## src/rtl/imem_loader_if.sv

```systemverilog
// ---------------------------------------------------------------------------
// imem_loader_if
// Groups the loader's bus signals so that the loader and its surroundings
// share one bundle.
//   slave  modport : the loader itself (consumes load/rx/fetch inputs,
//                    drives the instruction-memory port and status)
//   master modport : debug unit / UART / PC side plus memory consumer
// Signals:
//   start_load   - single-cycle request to begin a program load
//   rx_valid     - single-cycle strobe, rx_data holds a received byte
//   rx_data      - received byte
//   fetch_addr   - instruction address from the PC stage
//   mem_wr_en    - instruction memory write strobe
//   mem_addr     - instruction memory address (loader or fetch_addr)
//   mem_wr_data  - assembled instruction word
//   cpu_stall    - holds PC and pipeline during a load
//   load_done    - a load has completed since the last start_load/reset
//   word_count   - words written in the current or last load
//   overflow_err - sticky, program exceeded memory depth
// ---------------------------------------------------------------------------
interface imem_loader_if #(
    parameter int ADDR_W = 5
);
    logic              start_load;
    logic              rx_valid;
    logic [7:0]        rx_data;
    logic [31:0]       fetch_addr;
    logic              mem_wr_en;
    logic [31:0]       mem_addr;
    logic [31:0]       mem_wr_data;
    logic              cpu_stall;
    logic              load_done;
    logic [ADDR_W:0]   word_count;
    logic              overflow_err;

    modport slave (
        input  start_load, rx_valid, rx_data, fetch_addr,
        output mem_wr_en, mem_addr, mem_wr_data, cpu_stall,
               load_done, word_count, overflow_err
    );

    modport master (
        output start_load, rx_valid, rx_data, fetch_addr,
        input  mem_wr_en, mem_addr, mem_wr_data, cpu_stall,
               load_done, word_count, overflow_err
    );
endinterface

```

## src/rtl/imem_loader.sv

```systemverilog
// ---------------------------------------------------------------------------
// imem_loader
// Loads a program received byte-by-byte (big-endian, 4 bytes per word) into
// the instruction memory. While a load is in progress the CPU is stalled and
// the memory address comes from the loader; otherwise the memory address
// follows the PC's fetch_addr. A word equal to HALT_WORD ends the load
// without being written; a program longer than the memory sets a sticky
// overflow_err and ends the load.
// Ports:
//   clk  - system clock, rising edge
//   rst  - asynchronous, active-high reset
//   bus  - imem_loader_if.slave (load request, rx bytes, fetch address,
//          memory write port, stall and status outputs)
// ---------------------------------------------------------------------------
module imem_loader #(
    parameter int          ADDR_W    = 5,
    parameter logic [31:0] HALT_WORD = 32'hFFFF_FFFF
) (
    input  logic          clk,
    input  logic          rst,
    imem_loader_if.slave  bus
);
    typedef enum logic [1:0] {
        IDLE     = 2'd0,
        ASSEMBLE = 2'd1,
        WRITE    = 2'd2,
        DONE     = 2'd3
    } state_t;

    // Memory depth expressed in word_count's width (2^ADDR_W).
    localparam logic [ADDR_W:0] DEPTH = {1'b1, {ADDR_W{1'b0}}};

    state_t          state_q, state_d;
    logic [1:0]      byte_idx_q;
    logic [31:0]     asm_q;        // byte shift register
    logic [31:0]     wr_data_q;    // last complete word, held for the write
    logic [ADDR_W:0] word_count_q;
    logic            overflow_q;

    logic            loading;
    logic            accept;
    logic            word_end;
    logic            at_limit;
    logic            is_halt;
    logic            load_req;
    logic [31:0]     word_next;

    assign loading   = (state_q == ASSEMBLE) || (state_q == WRITE);
    assign load_req  = bus.start_load && !loading;
    assign accept    = bus.rx_valid && loading;
    assign word_next = {asm_q[23:0], bus.rx_data};
    // The 4th byte can only arrive in ASSEMBLE: WRITE always follows a
    // wrap of byte_idx to 0.
    assign word_end  = accept && (byte_idx_q == 2'd3);
    assign at_limit  = (word_count_q == DEPTH);
    assign is_halt   = (word_next == HALT_WORD);

    always_ff @(posedge clk or posedge rst) begin
        if (rst) begin
            state_q <= IDLE;
        end else begin
            state_q <= state_d;
        end
    end

    always_comb begin
        state_d = state_q;
        case (state_q)
            IDLE, DONE: begin
                if (bus.start_load) begin
                    state_d = ASSEMBLE;
                end
            end
            ASSEMBLE: begin
                if (word_end) begin
                    if (is_halt || at_limit) begin
                        state_d = DONE;
                    end else begin
                        state_d = WRITE;
                    end
                end
            end
            WRITE: begin
                state_d = ASSEMBLE;
            end
            default: state_d = IDLE;
        endcase
    end

    always_ff @(posedge clk or posedge rst) begin
        if (rst) begin
            byte_idx_q   <= 2'd0;
            asm_q        <= 32'd0;
            wr_data_q    <= 32'd0;
            word_count_q <= '0;
            overflow_q   <= 1'b0;
        end else if (load_req) begin
            byte_idx_q   <= 2'd0;
            word_count_q <= '0;
            overflow_q   <= 1'b0;
        end else begin
            if (accept) begin
                asm_q      <= word_next;
                byte_idx_q <= byte_idx_q + 2'd1;
            end
            if (word_end) begin
                wr_data_q <= word_next;
                if (!is_halt && at_limit) begin
                    overflow_q <= 1'b1;
                end
            end
            // WRITE is only entered below the limit; the guard keeps the
            // counter from ever wrapping.
            if (state_q == WRITE && !at_limit) begin
                word_count_q <= word_count_q + {{ADDR_W{1'b0}}, 1'b1};
            end
        end
    end

    assign bus.mem_wr_en    = (state_q == WRITE);
    assign bus.mem_addr     = loading
                            ? {{(32-ADDR_W){1'b0}}, word_count_q[ADDR_W-1:0]}
                            : bus.fetch_addr;
    assign bus.mem_wr_data  = wr_data_q;
    assign bus.cpu_stall    = loading;
    assign bus.load_done    = (state_q == DONE);
    assign bus.word_count   = word_count_q;
    assign bus.overflow_err = overflow_q;

endmodule

```

## src/flat_wrapper.sv

```systemverilog
// flat-port wrapper written by rule: the top's interface ports become plain ports
module imem_loader_flat 
#(
    parameter int          ADDR_W    = 5,
    parameter logic [31:0] HALT_WORD = 32'hFFFF_FFFF
)
  (clk, rst, bus_start_load, bus_rx_valid, bus_rx_data, bus_fetch_addr, bus_mem_wr_en, bus_mem_addr, bus_mem_wr_data, bus_cpu_stall, bus_load_done, bus_word_count, bus_overflow_err);
  imem_loader_if #(.ADDR_W(ADDR_W)) bus_i ();
  input  logic clk;
  input  logic rst;
  input wire logic [$bits(bus_i.start_load)-1:0] bus_start_load;
  input wire logic [$bits(bus_i.rx_valid)-1:0] bus_rx_valid;
  input wire logic [$bits(bus_i.rx_data)-1:0] bus_rx_data;
  input wire logic [$bits(bus_i.fetch_addr)-1:0] bus_fetch_addr;
  output wire logic [$bits(bus_i.mem_wr_en)-1:0] bus_mem_wr_en;
  output wire logic [$bits(bus_i.mem_addr)-1:0] bus_mem_addr;
  output wire logic [$bits(bus_i.mem_wr_data)-1:0] bus_mem_wr_data;
  output wire logic [$bits(bus_i.cpu_stall)-1:0] bus_cpu_stall;
  output wire logic [$bits(bus_i.load_done)-1:0] bus_load_done;
  output wire logic [$bits(bus_i.word_count)-1:0] bus_word_count;
  output wire logic [$bits(bus_i.overflow_err)-1:0] bus_overflow_err;
  assign bus_i.start_load = bus_start_load;
  assign bus_i.rx_valid = bus_rx_valid;
  assign bus_i.rx_data = bus_rx_data;
  assign bus_i.fetch_addr = bus_fetch_addr;
  assign bus_mem_wr_en = bus_i.mem_wr_en;
  assign bus_mem_addr = bus_i.mem_addr;
  assign bus_mem_wr_data = bus_i.mem_wr_data;
  assign bus_cpu_stall = bus_i.cpu_stall;
  assign bus_load_done = bus_i.load_done;
  assign bus_word_count = bus_i.word_count;
  assign bus_overflow_err = bus_i.overflow_err;
  imem_loader #(.ADDR_W(ADDR_W), .HALT_WORD(HALT_WORD)) u_core (.clk(clk), .rst(rst), .bus(bus_i));
endmodule
```

## config.mk

```make
export PLATFORM = sky130hd
export DESIGN_NAME = imem_loader_flat
export DESIGN_NICKNAME = d
export VERILOG_FILES = /design/src/rtl/imem_loader_if.sv /design/src/rtl/imem_loader.sv /design/src/flat_wrapper.sv
export SDC_FILE = /design/constraint.sdc
export NUM_CORES = 1
export LEC_CHECK = 0
export ABC_AREA = 1
export BUFFER_PORTS_ARGS = -buffer_cell sky130_fd_sc_hd__buf_2
export CORE_UTILIZATION = 53
export CTS_CLUSTER_DIAMETER = 200
export CTS_CLUSTER_SIZE = 8
export DETAILED_ROUTE_END_ITERATION = 16
export PLACE_DENSITY_LB_ADDON = 0.1
export SYNTH_ARGS = -nofsm -noshare
export SYNTH_HDL_FRONTEND = slang
export SYNTH_SLANG_ARGS = --single-unit
```

## constraint.sdc

```tcl
create_clock -name clk -period 5.01 [get_ports clk]
set_clock_uncertainty 0.1 [all_clocks]
set_input_delay 0.7515 -clock clk [delete_from_list [all_inputs] [get_ports clk]]
set_output_delay 0.7515 -clock clk [all_outputs]
set_load 0.005 [all_outputs]
```

Word-level counts from Yosys, hierarchy flattened
Cells that the tools add are included.
Cells by class
  muxes and demuxes: 12
  reductions and logical operators: 20
  bitwise operators: 1
  equal/unequal tests: 8
  add/sub/neg operators: 2
Operator list (count)
  $eq 32x32->1 const B: 1
  $mux 32: 1
  $mux 6: 2
  $mux 2: 4
  $reduce_and 2->1: 4
  $reduce_bool 2->1: 4
  $add 6x1->6 const B: 1
  $eq 2x2->1 const B: 3
  $eq 6x6->1 const B: 1
  $pmux 2 s3: 1
  $logic_and 1x1->1: 5
  $mux 1: 4
  $logic_not 1->1: 3
  $add 2x1->2 const B: 1
  $eq 2x1->1 const B: 1
  $logic_not 2->1: 1
  $logic_or 1x1->1: 2
  $ne 2x1->1 const B: 1
  $ne 2x2->1 const B: 1
  $reduce_or 2->1: 1
  $not 1->1: 1
Word-level totals
  output and inout port bits: 74
  input bits: 44
  register bits: 67

Depth between registers and ports, before layout
  depth after elaboration: 6
  mapped depth: 9
  mapped depth without buffers: 9

Worst setup path after synthesis
No wires, ideal clock.
  path kind: register -> output
  start point: register u_core.state_q[0]
  end point: output port bus_mem_addr[2]
  cell stages (with the launch flop): 7
  arrival: 1.348 ns
  slack: 2.811 ns
  required time: 4.159 ns
  path buffers: 2
  cells stage by stage: dfrtp_1 -> inv_1 -> ha_1 -> clkbuf_1 -> buf_2 -> nand2_1 -> o21ai_0
On the way
  word-level cells in the longest chain between the ends: 3
Ends and longest elaborated chain
  start: declaration: RTL line imem_loader.sv:33  | state_t state_q, state_d;
  start signal: assignment: RTL line imem_loader.sv:62  | state_q <= state_d;
  $eq 2x1->1 / $eq 2x2->1 (equally long branches): RTL line imem_loader.sv:48  | assign loading = (state_q == ASSEMBLE) || (state_q == WRITE);
  $logic_or 1x1->1 (*): RTL line imem_loader.sv:48
  $mux 32 (*): RTL line imem_loader.sv:122  | ? {{(32-ADDR_W){1'b0}}, word_count_q[ADDR_W-1:0]}
  end: declaration: RTL line flat_wrapper.sv:16  | output wire logic [$bits(bus_i.mem_addr)-1:0] bus_mem_addr;
Every way passes the cells marked *; elsewhere a longest branch is shown, timed or not.

Final worst setup path
  start point: register u_core.state_q[0]
  end point: register u_core.wr_data_q[30] (netlist: u_core.bus.mem_wr_data[30])
On the way
  word-level cells in the longest chain between the ends: 6
Ends and longest elaborated chain
  $eq 2x1->1 / $eq 2x2->1 (equally long branches): RTL line imem_loader.sv:48
  $logic_or 1x1->1 (*): RTL line imem_loader.sv:48
  $logic_not 1->1: RTL line imem_loader.sv:49  | assign load_req = bus.start_load && !loading;
  $logic_and 1x1->1: RTL line imem_loader.sv:49
  $not 1->1 (no source line)
  $reduce_and 2->1 (no source line) (*)
  end signal: assignment: RTL line imem_loader.sv:107  | wr_data_q <= word_next;
  end: declaration: RTL line imem_loader.sv:36  | logic [31:0] wr_data_q;
Marked as above.
A chain may end at the register's enable or synchronous reset.

==> metrics.cfg <==
[run_status]
status = finished clean

[synthesis]
synth_area_leaders = dfrtp_1, nand2_1, mux2_4
ys_warn_count = 0
synth_edf_count = 0
avgSynthCellArea_um2 = 8.79
synth.most_common_cell = nand2_1
synth_nets = 406
seq_area_frac_synth_pct = 53.6
yosysTopAreaCellShare_pct = 53.6
ys_async_sr_fraction_pct = 100
synth_cell_types = 23
synth-main-ff-cell = dfrtp_1
netlist_area_um2 = 3130
syn-instance-count = 356
synth_commonest_cells = nand2_1, dfrtp_1, inv_1
yosysTopAreaCell = dfrtp_1
synth_seq_cells = 67

[sta]
setup_violations = 0
period_needed_ps = 3420
worst_hold_slack_ps = 382
layout_setup_ws_ps = 1590
timing.fmax_ghz = 0.292
period_share_pct = 68.3
worst_slew_pin_slew_ps = 1100
slew_headroom_pct = 26.5
fin_tns_setup_ps = 0
slew_viol_final = 0
hold_viol = 0
rsz0062_at_grt = no

[die]
dieArea_um2 = 6220
ios = 118
die_h_um = 78.9
fp.dieW_um = 78.9
initial_utilization_pct = 55.8
coreArea_um2 = 5610
rows = 27

[worst_setup_path]
critPathSlowestCell = ha_1
end_kind = flip-flop
cp_max_fo = 40
critical-path-top-delay-family = simple AND/OR/NAND/NOR gates
path_class = reg -> reg
cp-startpoint = u_core.state_q[0]$_DFFE_PP0P_
worstPathRequired_ps = 5140
cp.arrival_ps = 3550
critPathLaunchType = flip-flop
max_stage_delay_ps = 730
r2r-start = u_core.state_q[0]$_DFFE_PP0P_
path_cells = inv_1 > ha_1 > nor2_4 > nand2_2 > buf_4 > mux2_4
critical_path_buf_inv_count = 2

[global_route]
grt_max_degree = 68
antenna_found_initial = 0
grtUsageTotal_pct = 23.7
grt_pass1_wl_um = 11200
grt_pass1_vias = 2525
overflow = 0

[routing]
vias_per_cell = 4.89
drtIter0Drc = 141
drt.antenna.violating_nets = 0
route.detailed.drc = 0
via_count = 2691
post_drt_wl_per_cell_um = 12.0
wl_um = 6620
dr.pass1.iters = 5

[placed_design]
port_buffers = 117
dpl.hpwl_um = 4750
place.gp.congestion = 0.843
pre_cts_ws_ps = 1560
placed_cells = 534

[cts]
clkTransAtPathRegs_ps = 70
cts.repair.resized = 0
cts_buffers = 9
htree_levels = 3
tritoncts = done
clock_sinks = 67
clockBufferDepth = 2
cts-root-buf = clkbuf_8
holdBufCountCts = 0
clk_latency_ps = 340
postCtsSetupBuffers = 0

[power]
finalPower_mw = 2.17
ir_drop_v = 0.000291
power.leakage_nw = 2.38
powerDensity_nw_per_um2 = 545

[layout]
n_antenna_cell = 0
final_cells = 550
drive_gt1_share_pct = 32.2
syn2layout_area_growth_pct = 27.4
nets = 523

[hold_path]
worstHoldPathType = reg -> reg
worstHoldStart = u_core.bus.mem_wr_data[10]$_DFFE_PP0P_

[flow_run]
maxCapViolCount = 0

[sequential cells by signal, summed over array words and instances, names as in the netlist]
register	count
u_core.bus.mem_wr_data	32
u_core.asm_q	24
u_core.bus.word_count	6
u_core.byte_idx_q	2
u_core.state_q	2
u_core.bus.overflow_err	1
[cells in the final DEF, fill, tap and decap left out]
cell,instances
o21bai_1,2
nor2_4,1
buf_2,117
nand4_1,2
or2_2,1
nand2_2,1
nand2_1,107
clkinv_4,1
nand3_1,7
a22o_1,1
mux2_4,16
a21oi_1,4
o31ai_1,1
inv_1,58
o21ai_0,43
inv_2,1
nor3b_1,1
nor2_1,17
clkbuf_8,12
clkbuf_1,1
nor3_1,1
dfrtp_1,67
bufinv_16,2
o21ai_1,6
ha_1,6
buf_4,2
[cell families after synthesis]
logic type                 share of synthesized area (%)
AOI/OAI and AO/OA                                   9.47
adders and majority gates                           2.40
buffers and inverters                               9.35
DFF                                                 53.6
muxes                                               7.67
and+or+nand+nor                                     17.5
[power by group]
part	internal [mW]	switching [mW]	total [mW]	leakage, nW
Sequential	0.765	0.140	0.906	0.851
Clock	0.322	0.197	0.519	0.120
Combinational	0.363	0.386	0.748	1.40
[layout make-up]
type	instances	area, µm²
Clock inverter	3	68.8
Timing Repair Buffer	119	601
Fill cell	458	1620
Clock buffer	13	169
Inverter	59	221
Multi-Input combinational cell	217	1160
Sequential cell	67	1680
Tap cell	72	90.1
[final timing paths]
check,endpoint,slack (ps),depth (start not counted)
min in group asynchronous,u_core.bus.mem_wr_data[31]$_DFFE_PP0P_,550,3
hold / removal,u_core.bus.mem_wr_data[10]$_DFFE_PP0P_,380,2
setup reg to reg,u_core.bus.mem_wr_data[30]$_DFFE_PP0P_,1590,6
max in group asynchronous,u_core.bus.mem_wr_data[5]$_DFFE_PP0P_,3760,3
setup / recovery,u_core.bus.mem_wr_data[30]$_DFFE_PP0P_,1590,6
hold reg to reg,u_core.bus.mem_wr_data[10]$_DFFE_PP0P_,380,2
[tightest hold or removal path: cells and delay by family, from the launching register on]
family / cells / cell delay, ps
compound gates: 1 / 60
flops: 1 / 340
simple gates: 1 / 50
[per-layer routing]
layer	up-vias	track usage [%]	wire length [µm]
met5	-	0	0
met4	0	11.1	129
met3	12	5.06	412
met2	94	39.3	3100
met1	1248	29.6	2970
li1	1337	-	-
[metrics by stage]
| step | cell area (µm²) | utilization [%] |
|---|---|---|
| 6_report | 3990 | 71.1 |
| 3_3_place_gp | 3750 | 66.9 |
| 3_5_place_dp | 3750 | 66.9 |
| 2_1_floorplan | 3130 | - |
| 4_1_cts | 3990 | 71.1 |
| 5_1_grt | 3990 | 71.1 |
Note: power is estimated with default switching activity, not from simulation.
